### src/rtl/logic_unit_sequencer_if.sv
// Request/response bundle for the logic unit sequencer.
// The master issues operations and consumes results; the slave is the sequencer.
interface logic_unit_sequencer_if;
  logic        req_valid;
  logic        req_ready;
  logic [2:0]  req_op;
  logic [15:0] req_a;
  logic [15:0] req_b;
  logic        rsp_valid;
  logic        rsp_ready;
  logic [15:0] rsp_data;
  logic        rsp_zero;
  logic        rsp_err;
  logic        busy;

  modport master (
    output req_valid, req_op, req_a, req_b, rsp_ready,
    input  req_ready, rsp_valid, rsp_data, rsp_zero, rsp_err, busy
  );

  modport slave (
    input  req_valid, req_op, req_a, req_b, rsp_ready,
    output req_ready, rsp_valid, rsp_data, rsp_zero, rsp_err, busy
  );
endinterface

### src/rtl/logic_unit_sequencer.sv
// Bitwise logic unit: single-cycle ops finish at accept, POPCNT/PARITY walk
// the latched operand one bit per cycle before presenting the result.
//
//   state | meaning
//   IDLE  | ready for a request
//   SCAN  | serial POPCNT/PARITY over latched a, one bit per cycle
//   DONE  | result held until rsp_ready
module logic_unit_sequencer (
  input  logic                    clk,
  input  logic                    rst,
  logic_unit_sequencer_if.slave   bus
);
  typedef enum logic [1:0] {IDLE, SCAN, DONE} state_t;

  localparam logic [2:0] OP_AND    = 3'b000;
  localparam logic [2:0] OP_OR     = 3'b001;
  localparam logic [2:0] OP_XOR    = 3'b010;
  localparam logic [2:0] OP_NOT    = 3'b011;
  localparam logic [2:0] OP_BITSEL = 3'b100;
  localparam logic [2:0] OP_POPCNT = 3'b101;
  localparam logic [2:0] OP_PARITY = 3'b110;
  localparam logic [2:0] OP_ILL    = 3'b111;

  state_t      state;
  logic [2:0]  op_q;
  logic [15:0] a_q;
  logic [3:0]  idx;
  logic [4:0]  pop_acc;
  logic        par_acc;
  logic [15:0] data_q;
  logic        zero_q;
  logic        err_q;
  logic        valid_q;
  logic        ready_q;
  logic        busy_q;

  logic [15:0] imm_res;
  logic        scan_bit;
  logic [4:0]  pop_next;
  logic        par_next;
  logic [15:0] scan_res;

  always_comb begin
    imm_res = 16'h0000;
    case (bus.req_op)
      OP_AND:    imm_res = bus.req_a & bus.req_b;
      OP_OR:     imm_res = bus.req_a | bus.req_b;
      OP_XOR:    imm_res = bus.req_a ^ bus.req_b;
      OP_NOT:    imm_res = ~bus.req_a;
      OP_BITSEL: imm_res = {15'b0, bus.req_a[bus.req_b[3:0]]};
      default:   imm_res = 16'h0000;
    endcase
  end

  // The final SCAN edge folds in bit 15 directly so the result lands with DONE.
  always_comb begin
    scan_bit = a_q[idx];
    pop_next = pop_acc + {4'b0, scan_bit};
    par_next = par_acc ^ scan_bit;
    scan_res = (op_q == OP_POPCNT) ? {11'b0, pop_next} : {15'b0, par_next};
  end

  always_ff @(posedge clk) begin
    if (rst) begin
      state   <= IDLE;
      op_q    <= OP_AND;
      a_q     <= 16'h0000;
      idx     <= 4'd0;
      pop_acc <= 5'd0;
      par_acc <= 1'b0;
      data_q  <= 16'h0000;
      zero_q  <= 1'b0;
      err_q   <= 1'b0;
      valid_q <= 1'b0;
      ready_q <= 1'b1;
      busy_q  <= 1'b0;
    end else begin
      case (state)
        IDLE: begin
          if (bus.req_valid) begin
            op_q    <= bus.req_op;
            a_q     <= bus.req_a;
            idx     <= 4'd0;
            pop_acc <= 5'd0;
            par_acc <= 1'b0;
            ready_q <= 1'b0;
            busy_q  <= 1'b1;
            if (bus.req_op == OP_POPCNT || bus.req_op == OP_PARITY) begin
              state <= SCAN;
            end else begin
              state   <= DONE;
              valid_q <= 1'b1;
              data_q  <= imm_res;
              zero_q  <= (imm_res == 16'h0000);
              err_q   <= (bus.req_op == OP_ILL);
            end
          end
        end
        SCAN: begin
          pop_acc <= pop_next;
          par_acc <= par_next;
          idx     <= idx + 4'd1;
          if (idx == 4'd15) begin
            state   <= DONE;
            valid_q <= 1'b1;
            data_q  <= scan_res;
            zero_q  <= (scan_res == 16'h0000);
            err_q   <= 1'b0;
          end
        end
        DONE: begin
          if (bus.rsp_ready) begin
            state   <= IDLE;
            valid_q <= 1'b0;
            ready_q <= 1'b1;
            busy_q  <= 1'b0;
          end
        end
        default: begin
          state   <= IDLE;
          valid_q <= 1'b0;
          ready_q <= 1'b1;
          busy_q  <= 1'b0;
        end
      endcase
    end
  end

  assign bus.req_ready = ready_q;
  assign bus.rsp_valid = valid_q;
  assign bus.rsp_data  = data_q;
  assign bus.rsp_zero  = zero_q;
  assign bus.rsp_err   = err_q;
  assign bus.busy      = busy_q;
endmodule
### src/flat_wrapper.sv
// flat-port wrapper written by rule: the top's interface ports become plain ports
module logic_unit_sequencer_flat 
  (clk, rst, bus_req_valid, bus_req_op, bus_req_a, bus_req_b, bus_rsp_ready, bus_req_ready, bus_rsp_valid, bus_rsp_data, bus_rsp_zero, bus_rsp_err, bus_busy);
  logic_unit_sequencer_if bus_i ();
  input  logic clk;
  input  logic rst;
  input wire logic [$bits(bus_i.req_valid)-1:0] bus_req_valid;
  input wire logic [$bits(bus_i.req_op)-1:0] bus_req_op;
  input wire logic [$bits(bus_i.req_a)-1:0] bus_req_a;
  input wire logic [$bits(bus_i.req_b)-1:0] bus_req_b;
  input wire logic [$bits(bus_i.rsp_ready)-1:0] bus_rsp_ready;
  output wire logic [$bits(bus_i.req_ready)-1:0] bus_req_ready;
  output wire logic [$bits(bus_i.rsp_valid)-1:0] bus_rsp_valid;
  output wire logic [$bits(bus_i.rsp_data)-1:0] bus_rsp_data;
  output wire logic [$bits(bus_i.rsp_zero)-1:0] bus_rsp_zero;
  output wire logic [$bits(bus_i.rsp_err)-1:0] bus_rsp_err;
  output wire logic [$bits(bus_i.busy)-1:0] bus_busy;
  assign bus_i.req_valid = bus_req_valid;
  assign bus_i.req_op = bus_req_op;
  assign bus_i.req_a = bus_req_a;
  assign bus_i.req_b = bus_req_b;
  assign bus_i.rsp_ready = bus_rsp_ready;
  assign bus_req_ready = bus_i.req_ready;
  assign bus_rsp_valid = bus_i.rsp_valid;
  assign bus_rsp_data = bus_i.rsp_data;
  assign bus_rsp_zero = bus_i.rsp_zero;
  assign bus_rsp_err = bus_i.rsp_err;
  assign bus_busy = bus_i.busy;
  logic_unit_sequencer u_core (.clk(clk), .rst(rst), .bus(bus_i));
endmodule
### config.mk
export PLATFORM = sky130hd
export DESIGN_NAME = logic_unit_sequencer_flat
export DESIGN_NICKNAME = d
export VERILOG_FILES = /design/src/rtl/logic_unit_sequencer_if.sv /design/src/rtl/logic_unit_sequencer.sv /design/src/flat_wrapper.sv
export SDC_FILE = /design/constraint.sdc
export NUM_CORES = 1
export LEC_CHECK = 0
export CAP_MARGIN = 20
export CORE_MARGIN = 10
export CORE_UTILIZATION = 48
export DETAILED_ROUTE_END_ITERATION = 10
export GPL_ROUTABILITY_DRIVEN = 0
export PLACE_DENSITY = 0.82
export REMOVE_ABC_BUFFERS = 1
export SKIP_LAST_GASP = 1
export SYNTH_ARGS = -nofsm -noshare
export SYNTH_HDL_FRONTEND = slang
export SYNTH_SLANG_ARGS = --single-unit
### constraint.sdc
create_clock -name clk -period 4.1 [get_ports clk]
set_clock_uncertainty 0.2 [all_clocks]
set_input_delay 0.615 -clock clk [delete_from_list [all_inputs] [get_ports clk]]
set_output_delay 0.615 -clock clk [all_outputs]
set_load 0.05 [all_outputs]
### Word-level counts from Yosys, hierarchy flattened

Cells that the tools add are included.

* muxes and demuxes: 38
* equality and inequality tests: 15
* bitwise gates (word level): 6
* shift operators: 0
* order comparisons: 2
* $add $sub $neg: 2
* $mul: 0
* div/mod/pow operators: 0
* reduce and logical (&&, ||, !) cells: 12

Operators with widths (number)
* 16-bit case mux with 5 select lines: 1
* 16-bit 2-to-1 mux: 3
* 16-bit zero test: 2
* 16-bit case mux with 2 select lines: 1
* 16-bit bitwise AND: 1
* 16-bit NOT: 1
* 16-bit OR: 1
* 16-bit XOR: 1
* 3-bit equality test (second input constant): 5
* 1-bit 2-to-1 mux: 15
* 4-bit by 5-bit less-than comparator with 1-bit output (second input constant): 2
* 5-bit 2-to-1 mux: 2
* 5-bit case mux with 2 select lines: 1
* 1-bit case mux with 3 select lines: 3
* 1-bit binary-select mux with 4-bit select: 2
* 2-bit 2-to-1 mux: 4
* 4-bit case mux with 2 select lines: 1
* 4-bit AND reduction: 2
* 3-bit by 2-bit equality test with 1-bit output (second input constant): 2
* 2-bit inequality test (second input constant): 3
* 1-bit case mux with 2 select lines: 3
* 2-bit case mux with 3 select lines: 1
* 3-bit AND reduction: 2
* 5-bit by 1-bit adder with 5-bit output: 1
* 14 further kinds: 15

* input bits: 39
* memories kept: 0
* logic and storage cells: 87
* output and inout port bits: 21
* RAM bits: 0
* bits in registers: 52
* memory bits (read-only): 0
* bits in latches: 0

### Longest topological paths before layout

Gate-level depths: netlist (run 1).

* depth in word-level cells: 7
* depth in mapped cells: 10
* mapped depth without buffers: 9

### Least setup slack after synthesis (run 1)

No wires, ideal clock.

* kind: register to register
* start: register u_core.idx[2]
* end: register u_core.zero_q, in the netlist u_core.bus.rsp_zero
* setup time: 0.062 ns
* cell stages (with the launch flop): 11
* data required time: 3.838 ns
* arrival: 3.011 ns
* slack: 0.827 ns
* clock period less this slack: 3.273 ns
* path buffers: 1
* cells stage by stage: dfxtp_1 buf_6 mux4_2 mux4_2 ha_1 a311o_1 o21ai_1 a31oi_1 o31a_2 or4_1 nand3_1

* longest elaborated chain between the ends: 7
* elaborated cells between the ends (all ways): 11
* classes of those cells: 1 x add/sub; 2 x eq/ne; 5 x mux; 1 x bitwise; 2 x reduce/logical

Ends and longest elaborated chain
* start: declaration: line logic_unit_sequencer.sv:27 `logic [3:0] idx;`
* start signal: assignment: line logic_unit_sequencer.sv:102 `idx <= idx + 4'd1;`
* 1-bit binary-select mux with 4-bit select: line logic_unit_sequencer.sv:57 `scan_bit = a_q[idx];`
* 1-bit 2-to-1 mux (not written as such): line logic_unit_sequencer.sv:57
* 5-bit by 1-bit adder with 5-bit output / 1-bit XOR (equally long branches): line logic_unit_sequencer.sv:58, logic_unit_sequencer.sv:59
* 5-bit 2-to-1 mux: line logic_unit_sequencer.sv:60 `scan_res = (op_q == OP_POPCNT) ? {11'b0, pop_next} : {15'b0, par_next};`
* 16-bit zero test: line logic_unit_sequencer.sv:107 `zero_q <= (scan_res == 16'h0000);`
* 1-bit 2-to-1 mux: line logic_unit_sequencer.sv:103 `if (idx == 4'd15) begin`
* 1-bit case mux with 2 select lines: line logic_unit_sequencer.sv:78 `case (state)`
* end signal: assignment: line logic_unit_sequencer.sv:94 `zero_q <= (imm_res == 16'h0000);`
* end signal: assignment: line logic_unit_sequencer.sv:107
* end: declaration: line logic_unit_sequencer.sv:31 `logic zero_q;`

Parallel ways exist; a longest one is shown, timed or not. The select of a mux whose other input is x is not followed.
A chain may end at the register's enable or synchronous reset.

### Final worst setup path (run 1)

Same ends and word-level chain as after synthesis.

==> flow_metrics.py, run 1 <==
metrics = {
    "clock_tree": {
        "hold_buffers": 0,
        "cts_root_buf": "clkbuf_8",
        "cts_tree": "yes",
        "cts_resized": 0,
        "clockBufferDepth": 2,
        "post_cts_buffers": 0,
        "clk_latency_ns": 0.32,
        "cts_sinks": 52,
        "clk_pin_slew_worst_paths_ns": 0.11,
        "h-tree-depth": 2,
        "numCtsBuffers": 5,
    },
    "drt": {
        "drt_first_pass_iters": 4,
        "wire_per_inst_um": 16.1,
        "num_vias": 3290,
        "drc_errors": 0,
        "drt_iter0_markers": 244,
        "drt-total-wl_mm": 9.41,
        "drt-vias-per-instance": 5.64,
        "detail-route-antenna-nets": 0,
    },
    "sta": {
        "slew_viol_final": 0,
        "fin_crit_sh_pct": 86.4,
        "rsz0062_at_grt": "false",
        "fmax_ghz": 0.282,
        "finalSetupViolCount": 0,
        "fin_tns_setup_ns": 0,
        "relSlewSlack_pct": 33.2,
        "fin_crit_ns": 3.54,
        "worst_pin_slew_ns": 0.999,
        "holdWs_ns": 0.263,
        "hold_viol": 0,
    },
    "worst_hold_path": {
        "min-delay-start": "u_core.bus.rsp_data[11]",
        "hp-class": "register to register",
    },
    "place": {
        "port_buffers": 59,
        "dpl-instance-area_mm2": 0.00427,
        "hpwl_mm": 7.50,
    },
    "critical_path": {
        "crit_path_start": "u_core.idx[2]",
        "reg2reg_slack_ns": 0.56,
        "slowest_stage": "mux4_2",
        "reg2reg_from": "u_core.idx[2]",
        "endpoint_kind": "register",
        "slowest_delay_ns": 0.56,
        "timing_worst_setup_path_type": "register to register",
        "crit_path_end": "u_core.bus.rsp_zero",
        "cp.arrival_ns": 3.60,
        "worst-r2r-cell-count": 9,
        "r2r-end": "u_core.bus.rsp_zero",
        "crit_fanout": 8,
        "cp-start-kind": "register",
        "cp_cell_sequence": "mux4_2 -> mux4_2 -> ha_1 -> ha_1 -> nor4_1 -> a31oi_1 -> o31a_2 -> or4_1 -> nand3_1",
        "cp.required_ns": 4.16,
    },
    "power": {
        "power_switching_uw": 467,
        "pwr-share-clk_pct": 23.9,
        "netSwitchingFraction_pct": 35.7,
        "pwr-share-seq_pct": 43.7,
        "p_comb_share_pct": 32.4,
        "powerDensity_mw_per_mm2": 300,
        "p_leak_uw": 0.00180,
        "internal_power_uw": 840,
        "worst_ir_drop_vdd_v": 0.000149,
    },
    "yosys": {
        "synth.area.top_cells": "dfxtp_1 29%, mux4_2 12%, ha_1 12%",
        "synth_top_area_cell": "dfxtp_1",
        "synth-main-ff-cell": "dfxtp_1",
        "ys_seq_elements": 52,
        "yosysWarnings": 0,
        "synthCells": 442,
        "synthArstFlopShare_pct": 0,
        "syn_area_per_cell_um2": 8.23,
        "ys_types": 47,
        "seq_area_frac_synth_pct": 28.6,
        "synth_edf_count": 0,
        "yosys.area.top_type_share_pct": 28.6,
        "syn_area_mm2": 0.00364,
    },
    "run_status": {
        "status": "complete, no violations",
    },
    "cells_and_area": {
        "n_fill_cell": 693,
        "areaGrowthSynthToFinish_pct": 20.0,
        "multiInputGateArea_mm2": 0.00227,
        "n_antenna_cell": 0,
        "fin_nets": 557,
        "final_cell_area_mm2": 0.00436,
        "regArea_mm2": 0.00104,
        "layout-drive-gt1-share_pct": 7.85,
    },
    "global_route": {
        "antenna_found_initial": 0,
        "track_usage_pct": 16.2,
        "grt_max_degree": 30,
        "grt_pass1_vias": 3178,
        "grt-ovfl-total": 0,
        "grt_pass1_wl_mm": 15.5,
    },
    "floorplanning": {
        "initial_core_util_pct": 49.9,
        "coreArea_mm2": 0.00729,
        "die_area_mm2": 0.0115,
        "num_rows": 31,
        "die_x_um": 107,
        "die-height_um": 107,
        "pin_count": 60,
    },
    "flow_run": {
        "maxCapViolations": 0,
    },
}
==> area by class of cell <==
class	count	share of cell area, %
multi-input cells	306	52.0
repair buffers	65	14.6
clock buffers	5	1.58
well taps	99	2.84
flip-flops and latches	52	23.9
inverters	53	4.56
clock inverters	3	0.631
==> layer usage <==
metal	part of all wire [%]	vias up	track usage [%]
met3	8.2	11	4.25
met4	1.3	0	3.38
met1	43	1532	21.1
met5	0	-	0
li1	-	1619	-
met2	47	128	26.2
==> worst max-delay path: cells and delay by family (launching register included) <==
| kind | cells | cell delay [ns] |
|---|---|---|
| mux | 2 | 1.10 |
| simple gates | 3 | 0.76 |
| flops | 1 | 0.54 |
| fa+ha+maj | 2 | 0.53 |
| compound gates | 2 | 0.34 |
==> sequential cells by signal, summed over array words and instances, names as in the netlist <==
name,cells
u_core.a_q,16
u_core.bus.rsp_data,16
u_core.pop_acc,5
u_core.idx,4
u_core.op_q,3
u_core.state,2
u_core.bus.busy,1
u_core.bus.req_ready,1
u_core.bus.rsp_err,1
u_core.bus.rsp_valid,1
u_core.bus.rsp_zero,1
u_core.par_acc,1
==> synthesized netlist by cell type (6+ instances only) <==
| master | instances |
|---|---|
| a211oi_1 | 6 |
| clkbuf_1 | 25 |
| nand2_1 | 59 |
| nor2b_1 | 7 |
| nor3_1 | 13 |
| inv_1 | 49 |
| mux4_2 | 20 |
| nor2_1 | 31 |
| dfxtp_1 | 52 |
| a21oi_1 | 44 |
| ha_1 | 35 |
| mux2i_1 | 12 |
| nand3_1 | 18 |
==> cell usage in the layout (no fill, tap or decap), drive strengths merged, types with 3 or more instances in the layout <==
cell	n
nand2b	4
a21oi	44
nor2	31
ha	35
o21ai	6
mux2i	12
nor3	13
nand3b	3
dfxtp	52
a211oi	6
inv	52
and3	3
clkdlybuf4s50	59
nand4	5
nor2b	7
buf	6
mux4	20
nor4	5
xnor2	3
a32oi	3
a22oi	4
nand2	59
clkbuf	5
nand3	18
clkinv	3
==> through the flow <==
stage | utilization (%) | cells | total power (µW) | worst slack (ns)
finish | 59.8 | 583 | 1310 | 0.559
global route | 59.8 | 583 | 1380 | 0.385
CTS | 59.8 | 583 | 1310 | 0.545
detailed placement | 58.5 | 575 | 1000 | 0.571
global placement | 58.5 | 575 | 987 | 0.639
floorplan | - | 411 | 829 | 0.736
==> how the worst min path moves through the flow <==
| stage | slack (ns) | depth (start not counted) | to |
|---|---|---|---|
| floorplan | 0.23 | 2 | u_core.op_q[0] |
| global placement | 0.24 | 2 | u_core.op_q[0] |
| detailed placement | 0.25 | 2 | u_core.op_q[1] |
| CTS | 0.26 | 2 | u_core.op_q[1] |
| global route | 0.28 | 2 | u_core.a_q[13] |
| finish | 0.26 | 2 | u_core.bus.rsp_data[11] |
==> power by group through the flow <==
stage / Combinational (µW) / Sequential [µW] / Clock, µW
6_report: 423 / 571 / 313
4_1_cts: 422 / 570 / 318
2_1_floorplan: 194 / 635 / 0
5_1_grt: 460 / 576 / 338
3_5_place_dp: 421 / 582 / 0
3_3_place_gp: 407 / 580 / 0
==> cells by family (layout without fill, tap and decap cells) <==
logic type	Yosys count	count (layout)	synth area share [%]
buffers and inverters	84	126	9.22
AOI/OAI and AO/OA	78	78	13.2
adders and majority gates	35	35	12.0
muxes	32	32	15.7
xor gates and xnor gates	5	5	1.20
and+or+nand+nor	156	156	20.0
DFF	52	52	28.6
Note: power is estimated with default switching activity, not from simulation.
==> run 2, diff against run 1 <==
CORE_ASPECT_RATIO = 0.5   (was default)
RECOVER_POWER = 100   (was default)
==> run 2 against run 1 <==
Compared with the run above:
- the run now ends with max-capacitance violations, max-slew violations left
- register-to-register slack got worse by 0.04 ns
- sequential power about the same
- cell count decreased by 0.34%
- critical path depth decreased by 2
- setup slack got worse by 0.16 ns
- utilization increased by 0.31 points
- via count increased by 3.8%
- sequential cell count unchanged
- combinational power about the same
- critical path type is now primary input to register
==> flow_metrics.py, run 2 (same netlist as run 1, synthesis figures left out) <==
metrics = {
    "run_status": {
        "status": "complete, but fails checks",
        "violations": "max-capacitance violations, max-slew violations",
    },
    "sta": {
        "worst_pin_slew_ns": 1.51,
        "finalSetupViolCount": 0,
        "hold_viol": 0,
        "rsz0062_at_grt": "false",
        "fin_crit_ns": 3.70,
        "slew_viol_final": 31,
        "fmax_ghz": 0.270,
        "fin_crit_sh_pct": 90.3,
        "holdWs_ns": 0.257,
        "relSlewSlack_pct": -0.724,
        "setup_slack_ns": 0.397,
        "fin_tns_setup_ns": 0,
    },
    "clock_tree": {
        "cts_root_buf": "clkbuf_16",
        "cts_sinks": 52,
        "cts_tree": "yes",
        "cts_resized": 0,
        "h-tree-depth": 2,
        "hold_buffers": 0,
        "numCtsBuffers": 5,
        "clk_latency_ns": 0.29,
        "clk_pin_slew_worst_paths_ns": 0.07,
        "post_cts_buffers": 0,
        "clockBufferDepth": 2,
    },
    "cells_and_area": {
        "layout_common_cells": "59 x nand2_1, 52 x dfxtp_1, 49 x inv_1, 44 x a21oi_1",
        "fin_nets": 558,
        "n_antenna_cell": 0,
        "layout-drive-gt1-share_pct": 7.01,
        "final_common_cell": "nand2_1",
        "areaGrowthSynthToFinish_pct": 21.5,
    },
    "floorplanning": {
        "initial_core_util_pct": 49.5,
        "pin_count": 60,
        "die_x_um": 143,
        "die-height_um": 81.6,
        "num_rows": 22,
        "coreArea_mm2": 0.00735,
        "die_area_mm2": 0.0117,
    },
    "place": {
        "dpl_worst_slack_ns": 0.560,
        "hpwl_mm": 7.47,
        "port_buffers": 59,
    },
    "drt": {
        "drc_errors": 0,
        "detail-route-antenna-nets": 0,
        "num_vias": 3414,
        "wire_per_inst_um": 17.5,
        "drt_first_pass_iters": 5,
        "drt-total-wl_mm": 10.1,
        "drt_iter0_markers": 375,
        "drt-vias-per-instance": 5.88,
    },
    "critical_path": {
        "crit_fanout": 21,
        "cp.required_ns": 4.02,
        "crit_top_cell": "clkbuf_1",
        "timing_worst_setup_path_type": "primary input to register",
        "cp-start-kind": "primary input",
        "endpoint_kind": "register",
        "cp_cell_sequence": "dlygate4sd3_1 -> clkbuf_1 -> xor2_1 -> a221oi_1 -> clkbuf_1 -> mux2i_1 -> nor2_1",
        "slowest_delay_ns": 0.76,
        "cp.arrival_ns": 3.62,
        "slowest_stage": "clkbuf_1",
    },
    "global_route": {
        "grt_pass1_wl_mm": 16.1,
        "grt_max_degree": 31,
        "track_usage_pct": 16.9,
        "grt-ovfl-total": 0,
        "grt_pass1_vias": 3224,
        "antenna_found_initial": 0,
    },
    "worst_hold_path": {
        "hp-class": "register to register",
    },
    "power": {
        "power_uw": 1470,
        "worst_ir_drop_vdd_v": 0.000149,
        "powerDensity_mw_per_mm2": 333,
        "p_leak_uw": 0.00188,
    },
    "flow_run": {
        "maxCapViolations": 1,
    },
}
## run 2: routing by layer
layer	vias up	GRT usage [%]	wire length (µm)
met2	158	27.9	4540
li1	1611	-	-
met1	1610	22.1	4530
met4	0	4.91	259
met3	35	3.74	819
met5	-	0	0
## run 2: stage by stage
stage          cells  instance area (µm²)  utilization, %
2_1_floorplan    411                 3500               -
4_1_cts          581                 4440            60.4
3_5_place_dp     573                 4270            58.1
5_1_grt          581                 4420            60.1
3_3_place_gp     573                 4270            58.1
6_report         581                 4420            60.1
## run 2: final timing paths
kind / start / to / slack, ns / depth (start not counted)
max: bus_req_op[1] / u_core.bus.rsp_data[12] / 0.40 / 7
min: u_core.op_q[2] / u_core.op_q[2] / 0.26 / 2
max reg2reg: u_core.idx[2] / u_core.bus.rsp_zero / 0.52 / 9
min reg2reg: u_core.op_q[2] / u_core.op_q[2] / 0.26 / 2
## run 2: final cells by class
type / count / area, µm²
Clock buffer: 6 / 129
Sequential cell: 52 / 1040
Inverter: 53 / 199
Clock inverter: 2 / 38.8
Tap cell: 96 / 120
Timing Repair Buffer: 66 / 632
Multi-Input combinational cell: 306 / 2260
Fill cell: 628 / 2930
## run 2: report_power, final
group / internal [µW] / switching (µW)
registers: 542 / 30.1
logic: 165 / 256
clock network: 291 / 191
## run 2: critical path, delay by kind of cell
kind	cells	cell delay, ns
mux	1	0.30
buf+inv	3	2.01
xor+xnor	1	0.23
compound gates	1	0.39
simple gates	1	0.06
==> run 3, diff against run 2 <==
SKIP_CTS_REPAIR_TIMING = 1   (was default)
==> results of run 3 <==
No change in the layout: final DEF, timing and power equal those of run 2.
